File: src/rtl/restoring_divider.sv
// ---------------------------------------------------------------------------
// restoring_divider
//
// Sequential unsigned integer divider using radix-2 restoring division. It
// retires one quotient bit per clock and holds one operation in flight.
// Operands enter through a valid/ready handshake. The result leaves through a
// second valid/ready handshake and is held while downstream applies
// backpressure.
//
// Ports
//   clk          rising-edge clock
//   rst_n        asynchronous active-low reset
//   in_valid     dividend/divisor valid
//   in_ready     block can accept an operation (high only when idle)
//   dividend     unsigned dividend  [WIDTH-1:0]
//   divisor      unsigned divisor   [WIDTH-1:0]
//   out_valid    result valid, held until out_ready
//   out_ready    downstream accepts the result
//   quotient     unsigned quotient  [WIDTH-1:0]
//   remainder    unsigned remainder [WIDTH-1:0]
//   div_by_zero  result came from a zero divisor:
//                quotient = all ones, remainder = dividend
//
// Latency from the accepting edge to out_valid is WIDTH cycles for a nonzero
// divisor and 1 cycle for a zero divisor. With out_ready held high, the
// divider returns one result every WIDTH+2 cycles.
// ---------------------------------------------------------------------------
module restoring_divider #(
  parameter int WIDTH = 16
) (
  input  logic             clk,
  input  logic             rst_n,
  input  logic             in_valid,
  output logic             in_ready,
  input  logic [WIDTH-1:0] dividend,
  input  logic [WIDTH-1:0] divisor,
  output logic             out_valid,
  input  logic             out_ready,
  output logic [WIDTH-1:0] quotient,
  output logic [WIDTH-1:0] remainder,
  output logic             div_by_zero
);

  localparam int CW = $clog2(WIDTH + 1);

  typedef enum logic [1:0] {
    IDLE = 2'd0,
    CALC = 2'd1,
    DONE = 2'd2
  } state_t;

  state_t state;
  state_t state_nxt;

  // The partial remainder stays below the divisor, so its extra sign bit is
  // always zero between iterations. Only WIDTH bits are stored. The
  // WIDTH+1-bit form exists only inside the trial subtraction.
  logic [WIDTH-1:0] r;
  logic [WIDTH-1:0] q;
  logic [WIDTH-1:0] d;
  logic [CW-1:0]    cnt;
  logic             zdiv;

  logic [WIDTH:0]        shifted;
  logic signed [WIDTH:0] t;
  logic [WIDTH-1:0]      r_step;
  logic [WIDTH-1:0]      q_step;
  logic                  accept;
  logic                  last;

  assign accept = in_valid && in_ready;
  assign last   = (state == CALC) && (cnt == CW'(1));

  // One restoring step: shift the next dividend bit into the remainder and
  // subtract the divisor. Keep the difference only if it is non-negative.
  // The difference always lies in [-D, D-1], so the WIDTH+1-bit modular
  // result has the correct sign bit.
  always_comb begin
    shifted = {r, q[WIDTH-1]};
    t       = $signed(shifted - {1'b0, d});
    r_step  = shifted[WIDTH-1:0];
    q_step  = {q[WIDTH-2:0], 1'b0};
    if (t >= 0) begin
      r_step = t[WIDTH-1:0];
      q_step = {q[WIDTH-2:0], 1'b1};
    end
  end

  always_comb begin
    state_nxt = state;
    case (state)
      IDLE:    if (accept) state_nxt = CALC;
      CALC:    if (cnt == CW'(1)) state_nxt = DONE;
      DONE:    if (out_valid && out_ready) state_nxt = IDLE;
      default: state_nxt = IDLE;
    endcase
  end

  always_ff @(posedge clk or negedge rst_n) begin
    if (!rst_n) begin
      state       <= IDLE;
      in_ready    <= 1'b0;
      out_valid   <= 1'b0;
      quotient    <= '0;
      remainder   <= '0;
      div_by_zero <= 1'b0;
      cnt         <= '0;
      r           <= '0;
      q           <= '0;
      d           <= '0;
      zdiv        <= 1'b0;
    end else begin
      state     <= state_nxt;
      // The handshake flags are registered from the next state. As a result,
      // in_ready rises one cycle after reset release or after a result
      // handshake, and never in the same cycle as the handshake.
      in_ready  <= (state_nxt == IDLE);
      out_valid <= (state_nxt == DONE);
      case (state)
        IDLE: begin
          if (accept) begin
            d           <= divisor;
            q           <= dividend;
            r           <= '0;
            div_by_zero <= 1'b0;
            zdiv        <= (divisor == '0);
            // A zero divisor makes a single pass through CALC with no
            // iteration, which gives the one-cycle result latency.
            cnt         <= (divisor == '0) ? CW'(1) : CW'(WIDTH);
          end
        end
        CALC: begin
          cnt <= cnt - CW'(1);
          if (!zdiv) begin
            r <= r_step;
            q <= q_step;
          end
          if (last) begin
            if (zdiv) begin
              quotient    <= '1;
              remainder   <= q;
              div_by_zero <= 1'b1;
            end else begin
              quotient    <= q_step;
              remainder   <= r_step;
              div_by_zero <= 1'b0;
            end
          end
        end
        default: ;
      endcase
    end
  end

endmodule

File: config.mk
export PLATFORM = sky130hd
export DESIGN_NAME = restoring_divider
export DESIGN_NICKNAME = d
export VERILOG_FILES = /design/src/rtl/restoring_divider.sv
export SDC_FILE = /design/constraint.sdc
export NUM_CORES = 1
export LEC_CHECK = 0
export BUFFER_PORTS_ARGS = -buffer_cell sky130_fd_sc_hd__buf_2
export CORE_MARGIN = 2
export CORE_UTILIZATION = 60
export CTS_CLUSTER_DIAMETER = 30
export DETAILED_ROUTE_END_ITERATION = 10
export PLACE_DENSITY = 0.83
export SLEW_MARGIN = 10
export SYNTH_ARGS = -nofsm -noshare
export SYNTH_HDL_FRONTEND = slang
export SYNTH_SLANG_ARGS = --single-unit
File: constraint.sdc
create_clock -name clk -period 5.4 [get_ports clk]
set_input_delay 0.54 -clock clk [delete_from_list [all_inputs] [get_ports clk]]
set_output_delay 0.54 -clock clk [all_outputs]
set_load 0.02 [all_outputs]
==> results.toml, run 1 <==
[job]
drv_cap = 0

[floorplanning]
initial_core_util = 0.610
fp-row-count = 33
core-area_mm2 = 0.00809
die_x_um = 94.7
io_pins = 71
dieArea_mm2 = 0.00897
die_y_um = 94.7

[cts]
cts_resized = 0
postCtsHoldBufs = 0
clock_latency_ps = 370
cts_tree = "built"
clockBufferDepth = 2
cts-root-buf = "clkbuf_8"
clock-sinks = 91
htree_levels = 3
cts_buffers = 9
cts_setup_buffers = 0
clk_pin_slew_ps = 100

[yosys]
synth-edff-count = 0
ys_seq_elements = 91
syn_nets = 625
yosysSeqAreaShare = 0.461
yosysWarnings = 0
netlist_top_cells_area = "dfrtp_1, nand2_1, o21ai_0"
synthAdderAreaFrac = 0.0497
synth-compound-area-share = 0.198
synth_top_family_by_area = "compound AO/OA/AOI/OAI gates"
yosys.area_share.simple = 0.196
synth-xor-area-share = 0.0284
async_flop_share = 1.00
synth_ff_type = "dfrtp_1"
syn_area_per_cell_um2 = 8.66
synthMuxAreaShare = 0.0243
syn-cell-area_mm2 = 0.00494
synthDistinctLibCells = 51
netlist_instances = 570
yosysTopAreaCell = "dfrtp_1"
synth.top_cell.area_share = 0.461

[worst_setup_path]
crit_path_start_kind = "flop"
critPathArrivalTime_ps = 3450
slowest_delay_ps = 580
worst-r2r-cell-count = 10
critPathMaxFanout = 18
critical-path-slowest-cell = "xnor2_4"
end_kind = "flop"
crit_chain = "inv_1 > ha_1 > fa_1 > nor2b_1 > o31ai_4 > a31oi_2 > a21oi_4 > xnor2_4 > mux2i_1 > a21oi_1"
crit_type = "flop to flop"
cp.required_ps = 5600

[detailed_routing]
wl_per_cell_um = 16.3
vias = 4403
viasPerCell = 6.01
drc = 0
antenna_left = 0
drt_iter0_markers = 377
drt-total-wl_mm = 11.9
drtPass1Iterations = 6

[global_routing]
grt_first_pass_wirelength_mm = 19.4
grt_pass1_vias = 4072
antenna_found_initial = 0
grt_use_total = 0.279
overflow = 0
grt_max_degree = 67

[timing]
relSlewSlack = 0.260
fin_crit_ps = 3240
setup_viol = 0
period_share = 0.600
rsz0062_at_grt = "no"
tns_ps = 0
fmax_ghz = 0.308
finalHoldViolCount = 0
drv_slew = 0
worst_pin_slew_ps = 1110
skew_ps = 14.7

[final_layout]
fillers = 670
antennaDiodeCount = 0
finalNetCount = 678
area_delta_synth_final_pct = 11.5
layout-drive-gt1-share = 0.158

[placement]
place_congestion = 0.835
hpwlAfterDp_mm = 8.66
portBuffers = 70

[worst_hold_path]
hp-class = "primary input to async pin"

[status]
status = "completed"
[layout by cell type (no fill, tap or decap), types with 2 or more instances in the layout]
cell        count
nand4_1         4
clkbuf_8        9
nor2_1         43
xor2_1          4
o21a_1          4
nand2_1       116
o21ai_1         2
o21ai_0        69
or3_1          10
xnor2_1         7
and2_1          2
a21boi_0        2
a32oi_1         2
a31o_2          2
nor4_1          5
buf_2          69
o31ai_1         4
a32o_1          3
nor3_1          7
a21o_1          5
mux2i_1        12
nand3_1         9
nor2b_1         6
inv_1          22
nand3b_1        3
buf_4           4
and3_1          5
nand2b_1        4
a31oi_1        22
a21oi_1        38
dfrtp_1        91
clkinvlp_4      2
ha_1           18
[synthesized netlist by cell type, types with 5 or more instances]
cell type and n:
nand2_1 116, clkbuf_1 28, a21oi_1 38, inv_1 22, dfrtp_1 91, nor2_1 43
and3_1 5, nor3_1 7, xnor2_1 7, a31oi_1 22, nand3_1 9, nor2b_1 6
nor4_1 5, or3_1 10, mux2i_1 12, ha_1 18, a21o_1 5, o21ai_0 69
[state kept, by name (all words and copies together), names as in the netlist]
register / cells
div_by_zero: 1
in_ready: 1
remainder: 16
cnt: 5
zdiv: 1
d: 16
state: 2
quotient: 16
r: 16
out_valid: 1
q: 16
[stage by stage]
| stage | util | instance area, um2 | cells | hold WS [ps] | worst slack [ps] |
|---|---|---|---|---|---|
| floorplan | - | 4940 | 570 | 244 | 2740 |
| global placement | 0.657 | 5320 | 717 | 444 | 2350 |
| detailed placement | 0.657 | 5320 | 717 | 451 | 2260 |
| CTS | 0.680 | 5510 | 733 | 59.7 | 2240 |
| global route | 0.680 | 5510 | 733 | 64.0 | 1960 |
| finish | 0.680 | 5510 | 733 | 49.1 | 2160 |
[cell families after synthesis]
kind of cell	count (synthesis)
DFF	91
adders and majority gates	19
and+or+nand+nor	219
muxes	12
AOI/OAI and AO/OA	163
xor gates and xnor gates	13
buffers and inverters	53
[layout make-up]
type	instances	area, um2	area share
sequential	91	2280	0.414
clock buffer	10	128	0.0232
inverter	22	82.6	0.0150
clock inverter	6	60.1	0.0109
tap	105	131	0.0239
multi-input combinational	426	2450	0.445
timing repair buffer	73	375	0.0682
[layer usage]
| layer | share of wire | GRT usage |
|---|---|---|
| met1 | 0.44 | 0.384 |
| met2 | 0.47 | 0.454 |
| met4 | 0.023 | 0.0918 |
| met5 | 0 | 0 |
| met3 | 0.074 | 0.0447 |
[critical path: cells and delay by family (launching register included)]
family                     cells  cell delay (ps)
and+or+nand+nor                1              270
muxes                          1              410
xor gates and xnor gates       1              580
AOI/OAI and AO/OA              4              660
DFF                            1              400
buffers and inverters          1              110
adders and majority gates      2              650
[path summary, 6_finish.rpt]
| kind | startpoint | end | slack (ps) |
|---|---|---|---|
| setup / recovery | q[15]$_DFFE_PN0P_ | remainder[4]$_DFFE_PN0P_ | 2160 |
| hold reg to reg | quotient[3]$_DFFE_PN0P_ | quotient[3]$_DFFE_PN0P_ | 470 |
| min in group clk | divisor[14] | d[14]$_DFFE_PN0P_ | 380 |
| max in group asynchronous | rst_n | remainder[0]$_DFFE_PN0P_ | 4220 |
| setup reg to reg | q[15]$_DFFE_PN0P_ | remainder[4]$_DFFE_PN0P_ | 2160 |
| hold / removal | rst_n | quotient[7]$_DFFE_PN0P_ | 50 |
Power of run 1 is left out: the tool's default activity adds up to more than one toggle a clock period on the data nets, which glitch-free logic cannot reach.
==> run 2, diff against run 1 <==
CORE_UTILIZATION = 58   (was 60)
PLACE_DENSITY = 0.81   (was 0.83)
clock period = 3.1 ns   (was 5.4 ns; I/O delays follow)
==> run 2 against run 1 <==
Net effect: utilization is 0.54 points higher; maximum frequency is 13% higher; highest routed layer unchanged; critical endpoint is now remainder[3]$_DFFE_PN0P_; cell area is 2.3% higher; sequential share of layout area is 0.95 points lower.
==> results.toml, run 2 (synthesis gave the netlist of run 1 again) <==
[worst_setup_path]
cp.buffers_inverters = 2
crit_path_start_kind = "flop"
critPathArrivalTime_ps = 3100
crit_chain = "inv_1 > ha_1 > fa_1 > nor2b_1 > o31ai_4 > a31oi_2 > a21oi_4 > xnor2_4 > buf_12 > mux2i_1 > a21oi_1"
cp.required_ps = 3330
ff2ff_setup_slack_ps = 240
slowest_delay_ps = 410
critical-path-slowest-cell = "fa_1"
cp_top_family = "compound AO/OA/AOI/OAI gates"
critPathMaxFanout = 18
crit_type = "flop to flop"
end_kind = "flop"

[cts]
clock-sinks = 91
htree_levels = 3
clk_pin_slew_ps = 90
cts_tree = "built"
cts_setup_buffers = 0
cts-root-buf = "clkbuf_8"
cts_resized = 0
clockBufferDepth = 2
clock_latency_ps = 370
cts_buffers = 9
postCtsHoldBufs = 0

[timing]
fin_crit_ps = 2860
tns_ps = 0
relSlewSlack = 0.593
skew_ps = 17.5
rsz0062_at_grt = "no"
fmax_ghz = 0.349
worst_pin_slew_ps = 610
setup_viol = 0
drv_slew = 0
period_share = 0.924
finalHoldViolCount = 0

[floorplanning]
fp-row-count = 33
io_pins = 71
initial_core_util = 0.601
die_y_um = 96.3
core-area_mm2 = 0.00822
die_x_um = 96.3
dieArea_mm2 = 0.00927

[final_layout]
final_common_cell = "nand2_1"
final_cell_mix = "nand2_1, dfrtp_1, o21ai_0, buf_2, nor2_1"
finalNetCount = 689
antennaDiodeCount = 0
area_delta_synth_final_pct = 14.1
fillers = 660
layout-drive-gt1-share = 0.171

[global_routing]
grt_pass1_vias = 3961
grt_use_total = 0.282
grt_first_pass_wirelength_mm = 19.8
grt_max_degree = 92
overflow = 0
antenna_found_initial = 0

[job]
drv_cap = 0

[status]
status = "completed"

[detailed_routing]
wl_per_cell_um = 16.8
viasPerCell = 5.96
antenna_left = 0
drc = 0
drt-total-wl_mm = 12.5
drt_iter0_markers = 419
vias = 4434
drtPass1Iterations = 5

[placement]
place_congestion = 0.940
portBuffers = 70
hpwlAfterDp_mm = 8.84

[worst_hold_path]
hp-class = "primary input to flop"
## run 2: per-stage QoR
stage,hold slack [ps],worst slack (ps),std cells,util,area (um2)
2_1_floorplan,14.4,436,570,-,4940
3_3_place_gp,445,495,726,0.657,5400
3_5_place_dp,450,345,726,0.657,5400
4_1_cts,164,276,742,0.681,5600
5_1_grt,172,101,744,0.686,5630
6_report,170,236,744,0.686,5630
## run 2: final cells by class
class | instances | area (um2) | share of cell area
Timing Repair Buffer | 84 | 493 | 0.0875
Inverter | 22 | 82.6 | 0.0147
Clock inverter | 6 | 71.3 | 0.0127
Sequential cell | 91 | 2280 | 0.404
Clock buffer | 10 | 128 | 0.0227
Multi-Input combinational cell | 426 | 2450 | 0.435
Tap cell | 105 | 131 | 0.0233
## run 2: per-layer routing
metal  global-route usage  up-vias  routed length (um)
li1                     -     2108                   -
met1                0.412     2095                5600
met2                0.426      206                5620
met3               0.0509       25                 997
met4               0.0881        0                 246
met5                    0        -                   0
## run 2: final timing paths
| check | startpoint | depth (start not counted) | endpoint |
|---|---|---|---|
| max | q[15]$_DFFE_PN0P_ | 11 | remainder[3]$_DFFE_PN0P_ |
| min | divisor[0] | 3 | d[0]$_DFFE_PN0P_ |
| max reg2reg | q[15]$_DFFE_PN0P_ | 11 | remainder[3]$_DFFE_PN0P_ |
| min reg2reg | quotient[11]$_DFFE_PN0P_ | 2 | quotient[11]$_DFFE_PN0P_ |
| max in group asynchronous | rst_n | 3 | d[14]$_DFFE_PN0P_ |
| min in group asynchronous | rst_n | 2 | quotient[6]$_DFFE_PN0P_ |
## run 2: worst reg2reg max path, delay by kind of cell, from the launching register on
family / cells / cell delay, ps
and+or+nand+nor: 1 / 250
xor gates and xnor gates: 1 / 190
muxes: 1 / 330
adders and majority gates: 2 / 650
AOI/OAI and AO/OA: 4 / 660
buffers and inverters: 2 / 290
DFF: 1 / 380
Power of run 2 is left out for the same reason.
==> run 3, diff against run 2 <==
CORE_UTILIZATION = 52   (was 58)
PLACE_DENSITY = 0.76   (was 0.81)
clock period = 2.55 ns   (was 3.1 ns; I/O delays follow)
==> run 3 against run 2 <==
Net effect: the run now ends with negative setup slack left; clock-buffer cell count fell by 1; wire length is 9.6% higher; highest routed layer unchanged; die area grew 11%; via count up 5.3%; non-clock buffer count grew 33; critical path depth grew 1; largest cell class unchanged; global-route usage down 1.1 points; register-to-register slack got worse by 260 ps; sequential cell count is the same.
==> results.toml, run 3 (synthesis gave the netlist of run 1 again) <==
[timing]
skew_ps = 17.6
drv_slew = 0
fmax_ghz = 0.389
period_share = 1.01
relSlewSlack = 0.137
finalHoldViolCount = 0
fin_crit_ps = 2570
worst_pin_slew_ps = 1290
setup_ws_ps = -21.8
rsz0062_at_grt = "yes"
setup_viol = 1

[cts]
htree_levels = 3
clock_latency_ps = 380
clk_pin_slew_ps = 100
clockBufferDepth = 2
cts_buffers = 9
clock-sinks = 91
cts_tree = "built"
cts-root-buf = "clkbuf_8"

[global_routing]
grt_use_total = 0.270
grt_use_met1 = 0.374
overflow = 0
busiest_layer = "met2"
grt_pass1_vias = 4317
gr-usage-met2 = 0.434
met3_usage = 0.0414
grt_first_pass_wirelength_mm = 21.5
grt_max_degree = 49
antenna_found_initial = 0

[worst_setup_path]
crit_chain = "inv_2 > ha_4 > fa_2 > nor2b_4 > o31ai_4 > a31oi_4 > a21oi_4 > xnor2_4 > buf_6 > buf_6 > o41ai_4 > a31oi_1"
crit_path_start_kind = "flop"
cp_top_family = "compound AO/OA/AOI/OAI gates"
slowest_delay_ps = 420
path_common_cell = "buf_6"
cp.required_ps = 2800
critPathArrivalTime_ps = 2820
cp.buffers_inverters = 3
critPathMaxFanout = 6
end_kind = "flop"
crit_type = "flop to flop"
critical-path-slowest-cell = "fa_2"

[detailed_routing]
drt_iter0_markers = 322
viasPerCell = 5.83
antenna_left = 0
drc = 0
drt-total-wl_mm = 13.7
vias = 4669
drtPass1Iterations = 5
wl_per_cell_um = 17.1

[floorplanning]
die_y_um = 101
core-area_mm2 = 0.00924
die_x_um = 101
io_pins = 71
dieArea_mm2 = 0.0103
fp-row-count = 35
initial_core_util = 0.534

[final_layout]
area_delta_synth_final_pct = 23.3
finalNetCount = 722
final_cell_mix = "nand2_1, dfrtp_1, buf_2, o21ai_0, nor2_1"
final_util = 0.659
antennaDiodeCount = 0
final_common_cell = "nand2_1"
layout-drive-gt1-share = 0.240

[placement]
hpwlAfterDp_mm = 9.89
place_congestion = 1.01
pre_cts_slack_ps = 6.50
portBuffers = 70

[worst_hold_path]
hp-class = "primary input to flop"

[job]
drv_cap = 0

[status]
status = "finished with violations"
violations = "negative setup slack"
## run 3: layout make-up
| cell class | count | area (um2) |
|---|---|---|
| clock buffers | 9 | 124 |
| clock inverters | 7 | 92.6 |
| fillers | 744 | 3150 |
| inverters | 22 | 82.6 |
| multi-input cells | 426 | 2610 |
| flip-flops and latches | 91 | 2280 |
| well taps | 129 | 161 |
| repair buffers | 117 | 744 |
## run 3: worst reg2reg max path, cell delays in order (launching register included)
cell     delay [ps]
dfrtp_1         400
inv_2            70
ha_4            160
fa_2            420
nor2b_4         160
o31ai_4          80
a31oi_4         210
a21oi_4         110
xnor2_4         150
buf_6           170
buf_6           120
o41ai_4         320
a31oi_1          80
## run 3: final timing paths
check	start	slack (ps)	to	cells past startpoint
setup / recovery	q[15]$_DFFE_PN0P_	-20	remainder[7]$_DFFE_PN0P_	12
hold / removal	divisor[14]	100	d[14]$_DFFE_PN0P_	3
setup reg to reg	q[15]$_DFFE_PN0P_	-20	remainder[7]$_DFFE_PN0P_	12
hold reg to reg	quotient[5]$_DFFE_PN0P_	470	quotient[5]$_DFFE_PN0P_	2
max in group asynchronous	rst_n	1460	cnt[4]$_DFFE_PN0P_	3
min in group asynchronous	rst_n	420	quotient[6]$_DFFE_PN0P_	2
## run 3: metal layers
metal / share of wire / up-vias
li1: - / 2186
met1: 0.42 / 2246
met2: 0.48 / 212
met3: 0.073 / 25
met4: 0.023 / 0
met5: 0 / -
## run 3: metrics by stage
| stage | area, um2 | hold WS, ps | setup TNS, ps | std cells |
|---|---|---|---|---|
| 6_report | 6090 | 97.0 | -21.8 | 801 |
| 2_1_floorplan | 4950 | -40.6 | 0 | 570 |
| 3_3_place_gp | 5600 | 310 | 0 | 771 |
| 5_1_grt | 6090 | 108 | -468 | 801 |
| 3_5_place_dp | 5600 | 315 | 0 | 771 |
| 4_1_cts | 5860 | 91.4 | 0 | 790 |
## run 3: repair_timing
item,CTS,global route
endpoints found under the hold margin,47,0
hold buffers,1,0
pin swaps,2,12
resized for setup,5,29
endpoints found under the setup margin,3,29
buffers inserted,2,12
gates cloned,0,0
Power of run 3 is left out for the same reason.
